File: src/rtl/simple_bus_reg_slave.sv
// simple_bus responder: small 32-bit register bank (ID, CTRL, STATUS, scratch)
// with programmable wait states and a registered one-cycle s_ready strobe.
module simple_bus_reg_slave #(
   parameter int unsigned NUM_REGS    = 8,
   parameter int unsigned WAIT_CYCLES = 1,
   parameter logic [31:0] ID_VALUE    = 32'hABCD_1234
) (
   input  logic        clk,
   input  logic        reset_n,
   input  logic [7:0]  s_addr,
   input  logic [31:0] s_wdata,
   input  logic        s_we,
   input  logic        s_valid,
   output logic        s_ready,
   output logic [31:0] s_rdata,
   output logic        s_err,
   input  logic [31:0] status_in,
   output logic [31:0] ctrl_out
);

   localparam int unsigned DATA_W    = 32;
   localparam int unsigned IDX_W     = 6;
   localparam int unsigned CNT_W     = 4;
   localparam int unsigned REG_IDX_W = (NUM_REGS > 1) ? $clog2(NUM_REGS) : 1;

   localparam logic [IDX_W-1:0]  ID_IDX          = IDX_W'(0);
   localparam logic [IDX_W-1:0]  CTRL_IDX        = IDX_W'(1);
   localparam logic [IDX_W-1:0]  STATUS_IDX      = IDX_W'(2);
   localparam logic [DATA_W-1:0] DECODE_ERR_DATA = 32'hDEAD_BEEF;
   // Only meaningful when WAIT_CYCLES > 0; the wrap at zero is never loaded.
   localparam logic [CNT_W-1:0]  WAIT_LOAD       = CNT_W'(WAIT_CYCLES - 1);

   typedef enum logic [1:0] {
      ST_IDLE = 2'd0,
      ST_WAIT = 2'd1,
      ST_RESP = 2'd2
   } state_t;

   typedef struct packed {
      logic [IDX_W-1:0]  idx;
      logic              we;
      logic [DATA_W-1:0] wdata;
   } req_t;

   state_t               state;
   state_t               next_state;
   req_t                 req_q;
   req_t                 req_cur;
   logic [CNT_W-1:0]     wait_cnt;
   logic [DATA_W-1:0]    regs [NUM_REGS];

   logic                 capture;
   logic                 wait_load;
   logic                 wait_dec;
   logic                 commit;
   logic                 in_range;
   logic                 wr_en;
   logic [REG_IDX_W-1:0] reg_sel;
   logic [DATA_W-1:0]    rd_word;

   // Byte-lane bits of the address carry no meaning for word registers.
   logic                 unused_addr_bits;
   assign unused_addr_bits = ^s_addr[1:0];

   // With zero wait states the response edge is also the capture edge.
   assign req_cur = capture ? req_t'{idx: s_addr[7:2], we: s_we, wdata: s_wdata} : req_q;

   // State register.
   always_ff @(posedge clk or negedge reset_n) begin
      if (!reset_n) begin
         state <= ST_IDLE;
      end else begin
         state <= next_state;
      end
   end

   // Next-state and per-cycle control.
   always_comb begin
      next_state = state;
      capture    = 1'b0;
      wait_load  = 1'b0;
      wait_dec   = 1'b0;
      commit     = 1'b0;
      case (state)
         ST_IDLE: begin
            if (s_valid) begin
               capture = 1'b1;
               if (WAIT_CYCLES == 0) begin
                  next_state = ST_RESP;
                  commit     = 1'b1;
               end else begin
                  next_state = ST_WAIT;
                  wait_load  = 1'b1;
               end
            end
         end
         ST_WAIT: begin
            if (!s_valid) begin
               next_state = ST_IDLE;
            end else if (wait_cnt == '0) begin
               next_state = ST_RESP;
               commit     = 1'b1;
            end else begin
               wait_dec = 1'b1;
            end
         end
         ST_RESP: begin
            next_state = ST_IDLE;
         end
         default: begin
            next_state = ST_IDLE;
         end
      endcase
   end

   // Request latch and wait-state counter.
   always_ff @(posedge clk or negedge reset_n) begin
      if (!reset_n) begin
         req_q    <= '0;
         wait_cnt <= '0;
      end else begin
         if (capture) begin
            req_q <= req_cur;
         end
         if (wait_load) begin
            wait_cnt <= WAIT_LOAD;
         end else if (wait_dec) begin
            wait_cnt <= wait_cnt - CNT_W'(1);
         end
      end
   end

   // Address decode and read mux.
   assign in_range = (32'(req_cur.idx) < NUM_REGS);
   assign reg_sel  = REG_IDX_W'(req_cur.idx);
   assign wr_en    = commit && req_cur.we && in_range &&
                     (req_cur.idx != ID_IDX) && (req_cur.idx != STATUS_IDX);

   always_comb begin
      rd_word = DECODE_ERR_DATA;
      if (in_range) begin
         case (req_cur.idx)
            ID_IDX:     rd_word = ID_VALUE;
            STATUS_IDX: rd_word = status_in;
            default:    rd_word = regs[reg_sel];
         endcase
      end
   end

   // Register bank: writes and status capture happen on the edge entering RESP.
   always_ff @(posedge clk or negedge reset_n) begin
      if (!reset_n) begin
         for (int unsigned i = 0; i < NUM_REGS; i++) begin
            regs[i] <= '0;
         end
      end else begin
         for (int unsigned i = 0; i < NUM_REGS; i++) begin
            if (wr_en && (reg_sel == REG_IDX_W'(i))) begin
               regs[i] <= req_cur.wdata;
            end
         end
         if (commit && !req_cur.we && (req_cur.idx == STATUS_IDX)) begin
            regs[STATUS_IDX[REG_IDX_W-1:0]] <= status_in;
         end
      end
   end

   // Response outputs; s_rdata holds across writes and idle cycles.
   always_ff @(posedge clk or negedge reset_n) begin
      if (!reset_n) begin
         s_ready <= 1'b0;
         s_err   <= 1'b0;
         s_rdata <= '0;
      end else begin
         s_ready <= commit;
         s_err   <= commit && !in_range;
         if (commit && !req_cur.we) begin
            s_rdata <= rd_word;
         end
      end
   end

   assign ctrl_out = regs[CTRL_IDX[REG_IDX_W-1:0]];

endmodule
File: config.mk
export PLATFORM = sky130hd
export DESIGN_NAME = simple_bus_reg_slave
export DESIGN_NICKNAME = d
export VERILOG_FILES = /design/src/rtl/simple_bus_reg_slave.sv
export SDC_FILE = /design/constraint.sdc
export NUM_CORES = 1
export LEC_CHECK = 0
export CORE_AREA = 2 2 156 158
export CTS_CLUSTER_SIZE = 20
export DETAILED_ROUTE_END_ITERATION = 12
export DIE_AREA = 0 0 158 160
export HOLD_SLACK_MARGIN = 0.06
export PLACE_DENSITY = 0.76
export SLEW_MARGIN = 5
export SYNTH_ARGS = -nofsm -noshare
export SYNTH_HDL_FRONTEND = slang
export SYNTH_SLANG_ARGS = --single-unit
export TNS_END_PERCENT = 1
File: constraint.sdc
create_clock -name clk -period 5.4 [get_ports clk]
set_clock_uncertainty 0.05 [all_clocks]
set_input_delay 1.08 -clock clk [delete_from_list [all_inputs] [get_ports clk]]
set_output_delay 1.08 -clock clk [all_outputs]
set_load 0.03 [all_outputs]
Word-level counts from Yosys, hierarchy flattened --
Index checks and enable logic that the tools add are counted.
Storage, ports and cells: logic and storage cells 79, bits in registers 335, output and inout bits 66, input port bits 76
Operators by class: eq/ne operators 12, bitwise operators 1, reduce and logical (&&, ||, !) cells 25, magnitude comparators 2, muxes and demuxes 22, $add $sub $neg 1
Operators by type and width (number):
- 32-bit 2-to-1 mux | 5
- 32-bit binary-select mux with 3-bit select | 1
- 32-bit case mux with 2 select lines | 1
- 39-bit 2-to-1 mux | 1
- 1-bit logical AND | 15
- 3-bit equality test, second input constant | 4
- 1-bit 2-to-1 mux | 8
- 4-bit 2-to-1 mux | 2
- 3-bit by 2-bit equality test with 1-bit output, second input constant | 2
- 6-bit by 2-bit equality test with 1-bit output, second input constant | 1
- 6-bit logical NOT | 1
- 6-bit by 4-bit less-than comparator with 1-bit output, second input constant | 1
- 2-bit 2-to-1 mux | 3
- 6-bit by 2-bit != test with 1-bit output, second input constant | 1
- 6-bit nonzero test | 1
- 4-bit greater-or-equal comparator, second input constant | 1
- 4-bit logical NOT | 1
- 3-bit inverter with 4-bit output | 1
- 2-bit case mux with 2 select lines | 1
- 2-bit nonzero test | 2
- 4-bit by 1-bit subtractor with 4-bit output, second input constant | 1
- 3-bit by 1-bit equality test with 1-bit output, second input constant | 1
- 3-bit logical NOT | 1
- 3-bit != test, second input constant | 1
- 5 further kinds | 6

Logic depth before layout (Yosys ltp) --
word-level depth 11, gate-level depth with buffers 9, gate-level depth less buffers 7

Least setup slack after synthesis --
Ideal clock, no wire load.
path kind input -> register, start point input port s_valid, end point register regs[133] in the netlist's numbering, data required time 5225 ps, cell stages on the path 6, arrival 3262 ps, path buffers 1, setup time 125 ps, slack 1963 ps, cell sequence nor3b_1 -> mux2i_2 -> inv_2 -> nor4_1 -> buf_2 -> mux2_2
On the way: word-level cells in the longest chain between the ends 8, elaborated cells between the ends (all ways) 14, classes of those cells order compare (1); eq/ne (2); mux (5); reduce/logical (6)
RTL lines:
- start, declared | line 13 | input logic s_valid,
- 1-bit 2-to-1 mux | line 86 | if (s_valid) begin
- 1-bit 2-to-1 mux
- 39-bit 2-to-1 mux | line 66 | assign req_cur = capture ? req_t'{idx: s_addr[7:2], we: s_we, wdata: s_wdata} : req_q;
- 6-bit by 4-bit less-than comparator with 1-bit output / 1-bit logical AND (equally long branches) | line 134, 136
- 1-bit logical AND (2 in a row) | line 136 | assign wr_en = commit && req_cur.we && in_range &&
- 1-bit logical AND | line 137 | (req_cur.idx != ID_IDX) && (req_cur.idx != STATUS_IDX);
- 1-bit logical AND | line 158 | if (wr_en && (reg_sel == REG_IDX_W'(i))) begin
- end signal, assigned by index | line 159 | regs[i] <= req_cur.wdata;
- end signal, assigned by index | line 163 | regs[STATUS_IDX[REG_IDX_W-1:0]] <= status_in;
- end, declared | line 50 | logic [DATA_W-1:0] regs [NUM_REGS];
Parallel ways exist; a longest one is shown, timed or not. A chain may end at the register's enable or synchronous reset.

Worst setup path in the final report --
start point input port s_valid, end point register s_rdata[22]
On the way: word-level cells in the longest chain between the ends 9, elaborated cells between the ends (all ways) 16, classes of those cells order compare (1); eq/ne (1); mux (10); bitwise (1); reduce/logical (3)
RTL lines:
- 1-bit 2-to-1 mux | line 86
- 1-bit 2-to-1 mux
- 39-bit 2-to-1 mux | line 66
- 3-bit inverter with 4-bit output (implied by the code) | line 145 | default: rd_word = regs[reg_sel];
- 32-bit binary-select mux with 3-bit select | line 145
- 32-bit 2-to-1 mux (implied by the code) (2 in a row) | line 145
- 32-bit case mux with 2 select lines | line 142 | case (req_cur.idx)
- 32-bit 2-to-1 mux | line 141 | if (in_range) begin
- end signal, assigned | line 178 | s_rdata <= rd_word;
- end, declared | line 15 | output logic [31:0] s_rdata,
Parallel ways exist; a longest one is shown, timed or not. The select of a mux whose other input is x is not followed.

==> summary.md <==
| Metric | Value |
|---|---|
| Finished Layout Cells | `1671` |
| Util after Layout | `64.7%` |
| Worst path arrival time | `4.61 ns` |
| Leak | `7.05 nW` |
| TNS Setup | `0 ns` |
| FMAX | `239 MHz` |
| Initial antenna violation count | `0` |
| Flop-to-flop setup slack | `1.89 ns` |
| Total die area | `25300 µm²` |
| Internal power | `0.00475 W` |
| Remaining global-route overflow | `0` |
| Boundary pin count | `142` |
| Clock Latency Late Sink | `0.56 ns` |
| Routed len/inst | `20.6 µm` |
| H-tree depth | `1` |
| Core ar. | `23800 µm²` |
| Post-synth top flop | `dfrtp_1` |
| Max cap viols | `0` |
| Minimum clock period | `4.18 ns` |
| FF-to-FF Start | `wait_cnt[0]` |
| Top-area cell type share of the netlist area | `56.7%` |
| Gate power share | `26.8%` |
| Register area share after synthesis | `56.7%` |
| P_sw | `0.00227 W` |
| Mapped Area | `12900 µm²` |
| Mapped Nets | `1327` |
| Gates resized, CTS repair | `0` |
| Status | `finished clean` |
| Pins over their slew limit | `0` |
| Worst Hold Launch | `regs[227]` |
| Sw Share | `32.3%` |
| PD cells | `456 nW/µm²` |
| Slew @ Worst Pin | `1.20 ns` |
| Cell count after synthesis | `1250` |
| Clock sink count | `291` |
| Area contributors post-synth | `dfrtp_1 (57%), a21oi_1 (8.1%), mux2i_1 (6.9%)` |
| Pre-antenna DRT Iters | `7` |
| HPWL Detailed | `21.0 mm` |
| Share of layout cells above drive strength 1 | `10.5%` |
| Die Y | `160 µm` |
| Via/cell ratio | `5.93` |
| Area Overhead vs Synth | `19.8%` |
| CTS tree | `yes` |
| CTS buffer count | `30` |
| Clk buf depth | `3` |
| Crit-path max FO | `39` |
| Clock slew at reported path FFs | `0.06 ns` |
| Req. time, crit path | `5.84 ns` |
| Clk root buf | `clkbuf_16` |
| # DRC | `0` |
| Avg Cell Area, Syn | `10.3 µm²` |
| First-pass GRT wire length | `53.6 mm` |
| Final Hold Vio Count | `0` |
| Total routed wirelength | `34.4 mm` |
| Flops & latches, synth | `291` |
| Hold EP | `regs[227]` |
| # rows | `57` |
| Max VDD drop | `0.248 mV` |
| R2R depth | `8` |
| Class of the most critical setup path | `input port to register` |
| Die X | `158 µm` |
| Initial DRC count | `878` |
| Setup Fix Bufs, Post-CTS | `0` |
| Reg-to-reg critical path endpoint | `s_rdata[22]` |
| Share of power burned in registers | `42.0%` |
| Worst Setup End Kind | `register` |
| Final setup viols | `0` |
| RSZ-0062 raised after global routing | `false` |
| Final #Nets | `1401` |
| EDFF count, synth | `0` |
| Hold path depth | `0` |
| Port Buffer Count | `139` |
| Synth Warn # | `0` |
| Most frequent cell after synthesis | `dfrtp_1` |
| Post-route ant nets | `0` |
| Vias | `9903` |
| Initial core utilization | `54.0%` |
| Ys async rst share | `100%` |
| Hold buffers post-CTS | `0` |
| Number of diodes | `0` |
| Rel. slew slack | `18.4%` |
| Leading area contributor after synthesis | `dfrtp_1` |
| Tightest Hold Check Type | `register to register` |
| Synth top cells by count | `dfrtp_1 (291), nor2_1 (213), a21oi_1 (208)` |
| Clock share of power | `31.1%` |
| Largest net degree at the start of global routing | `120` |
| Routability cong. | `0.789` |
| Startpoint Class | `input port` |
| Yosys cell types | `54` |
| Fin crit share | `77.4%` |
| Placed insts | `1616` |
| Total GRT Usage | `27.4%` |
| Vias in the first global route | `9883` |
## layer usage
metal | vias to the layer above | wire (µm) | global-route usage, %
li1 | 4478 | - | -
met1 | 4903 | 14900 | 38.9
met2 | 442 | 16000 | 43.7
met3 | 80 | 2360 | 3.72
met4 | 0 | 1060 | 8.97
met5 | - | 0 | 0
## critical path, cell delays in order
cell             delay, ns
clkdlybuf4s50_1       0.57
nor3b_1               0.41
buf_4                 0.28
mux2i_4               0.30
buf_4                 0.53
nand3_1               0.76
a311oi_1              0.50
a221o_1               0.18
## power groups by stage
stage          clock network (W)  logic [W]  registers [W]
2_1_floorplan                  0    0.00112        0.00305
6_report                 0.00218    0.00188        0.00295
5_1_grt                  0.00230    0.00203        0.00300
4_1_cts                  0.00221    0.00188        0.00295
3_3_place_gp                   0    0.00182        0.00296
3_5_place_dp                   0    0.00187        0.00298
## state kept, by name, summed over array words and instances, names as in the netlist
| name | count |
|---|---|
| state | 2 |
| wait_cnt | 4 |
| ctrl_out | 32 |
| s_err | 1 |
| req_q | 39 |
| s_rdata | 32 |
| regs | 180 |
| s_ready | 1 |
## through the flow
stage	instance area, µm²	total power, W	worst slack (ns)	hold slack [ns]
after floorplan	12900	0.00417	1.96	0.380
after global placement	14300	0.00478	0.885	0.316
after detailed placement	14300	0.00485	0.809	0.319
after CTS	15400	0.00704	1.33	0.333
after global routing	15400	0.00733	1.15	0.341
final	15400	0.00702	1.22	0.327
## logic make-up (layout without fill, tap and decap cells)
logic type | Yosys count | after routing | share of synthesized area [%]
AOI/OAI and AO/OA | 350 | 350 | 16.5
muxes | 120 | 120 | 9.80
xor gates and xnor gates | 3 | 3 | 0.204
DFF | 291 | 291 | 56.7
buffers and inverters | 170 | 267 | 6.28
adders and majority gates | 1 | 1 | 0.0973
and+or+nand+nor | 315 | 315 | 10.5
## how the worst max path moves through the flow
stage	start	end
4_1_cts	s_valid	s_rdata[22]
3_3_place_gp	s_valid	s_rdata[6]
3_5_place_dp	s_valid	s_rdata[22]
2_1_floorplan	s_valid	regs[133]
5_1_grt	s_valid	s_rdata[6]
6_report	s_valid	s_rdata[22]
## cell usage in the layout, fill, tap and decap left out, types with 4 or more instances in the layout
cell type,instances
o32a_1,4
a21oi_1,208
mux2i_1,88
a211oi_1,8
buf_4,26
mux2_2,24
a221o_1,4
a31oi_1,18
a31o_2,10
nor4_4,4
o2111ai_1,6
nor2_1,212
nand3_1,5
a311oi_1,7
a221oi_1,23
clkdlybuf4s50_1,138
inv_1,41
nor3_1,11
o221a_2,6
clkbuf_16,31
o21ai_0,30
clkbuf_1,5
o22ai_1,10
dfrtp_1,291
nand2_1,61
clkbuf_8,11
nand2b_1,6
## cell type report
| class | instances | area, µm² |
|---|---|---|
| clock buffer | 47 | 946 |
| clock inverter | 8 | 121 |
| fill | 1916 | 8420 |
| inverter | 44 | 165 |
| multi-input combinational | 789 | 4830 |
| sequential | 291 | 7280 |
| tap | 324 | 405 |
| timing repair buffer | 168 | 1650 |
Note: power is estimated with default switching activity, not from simulation.
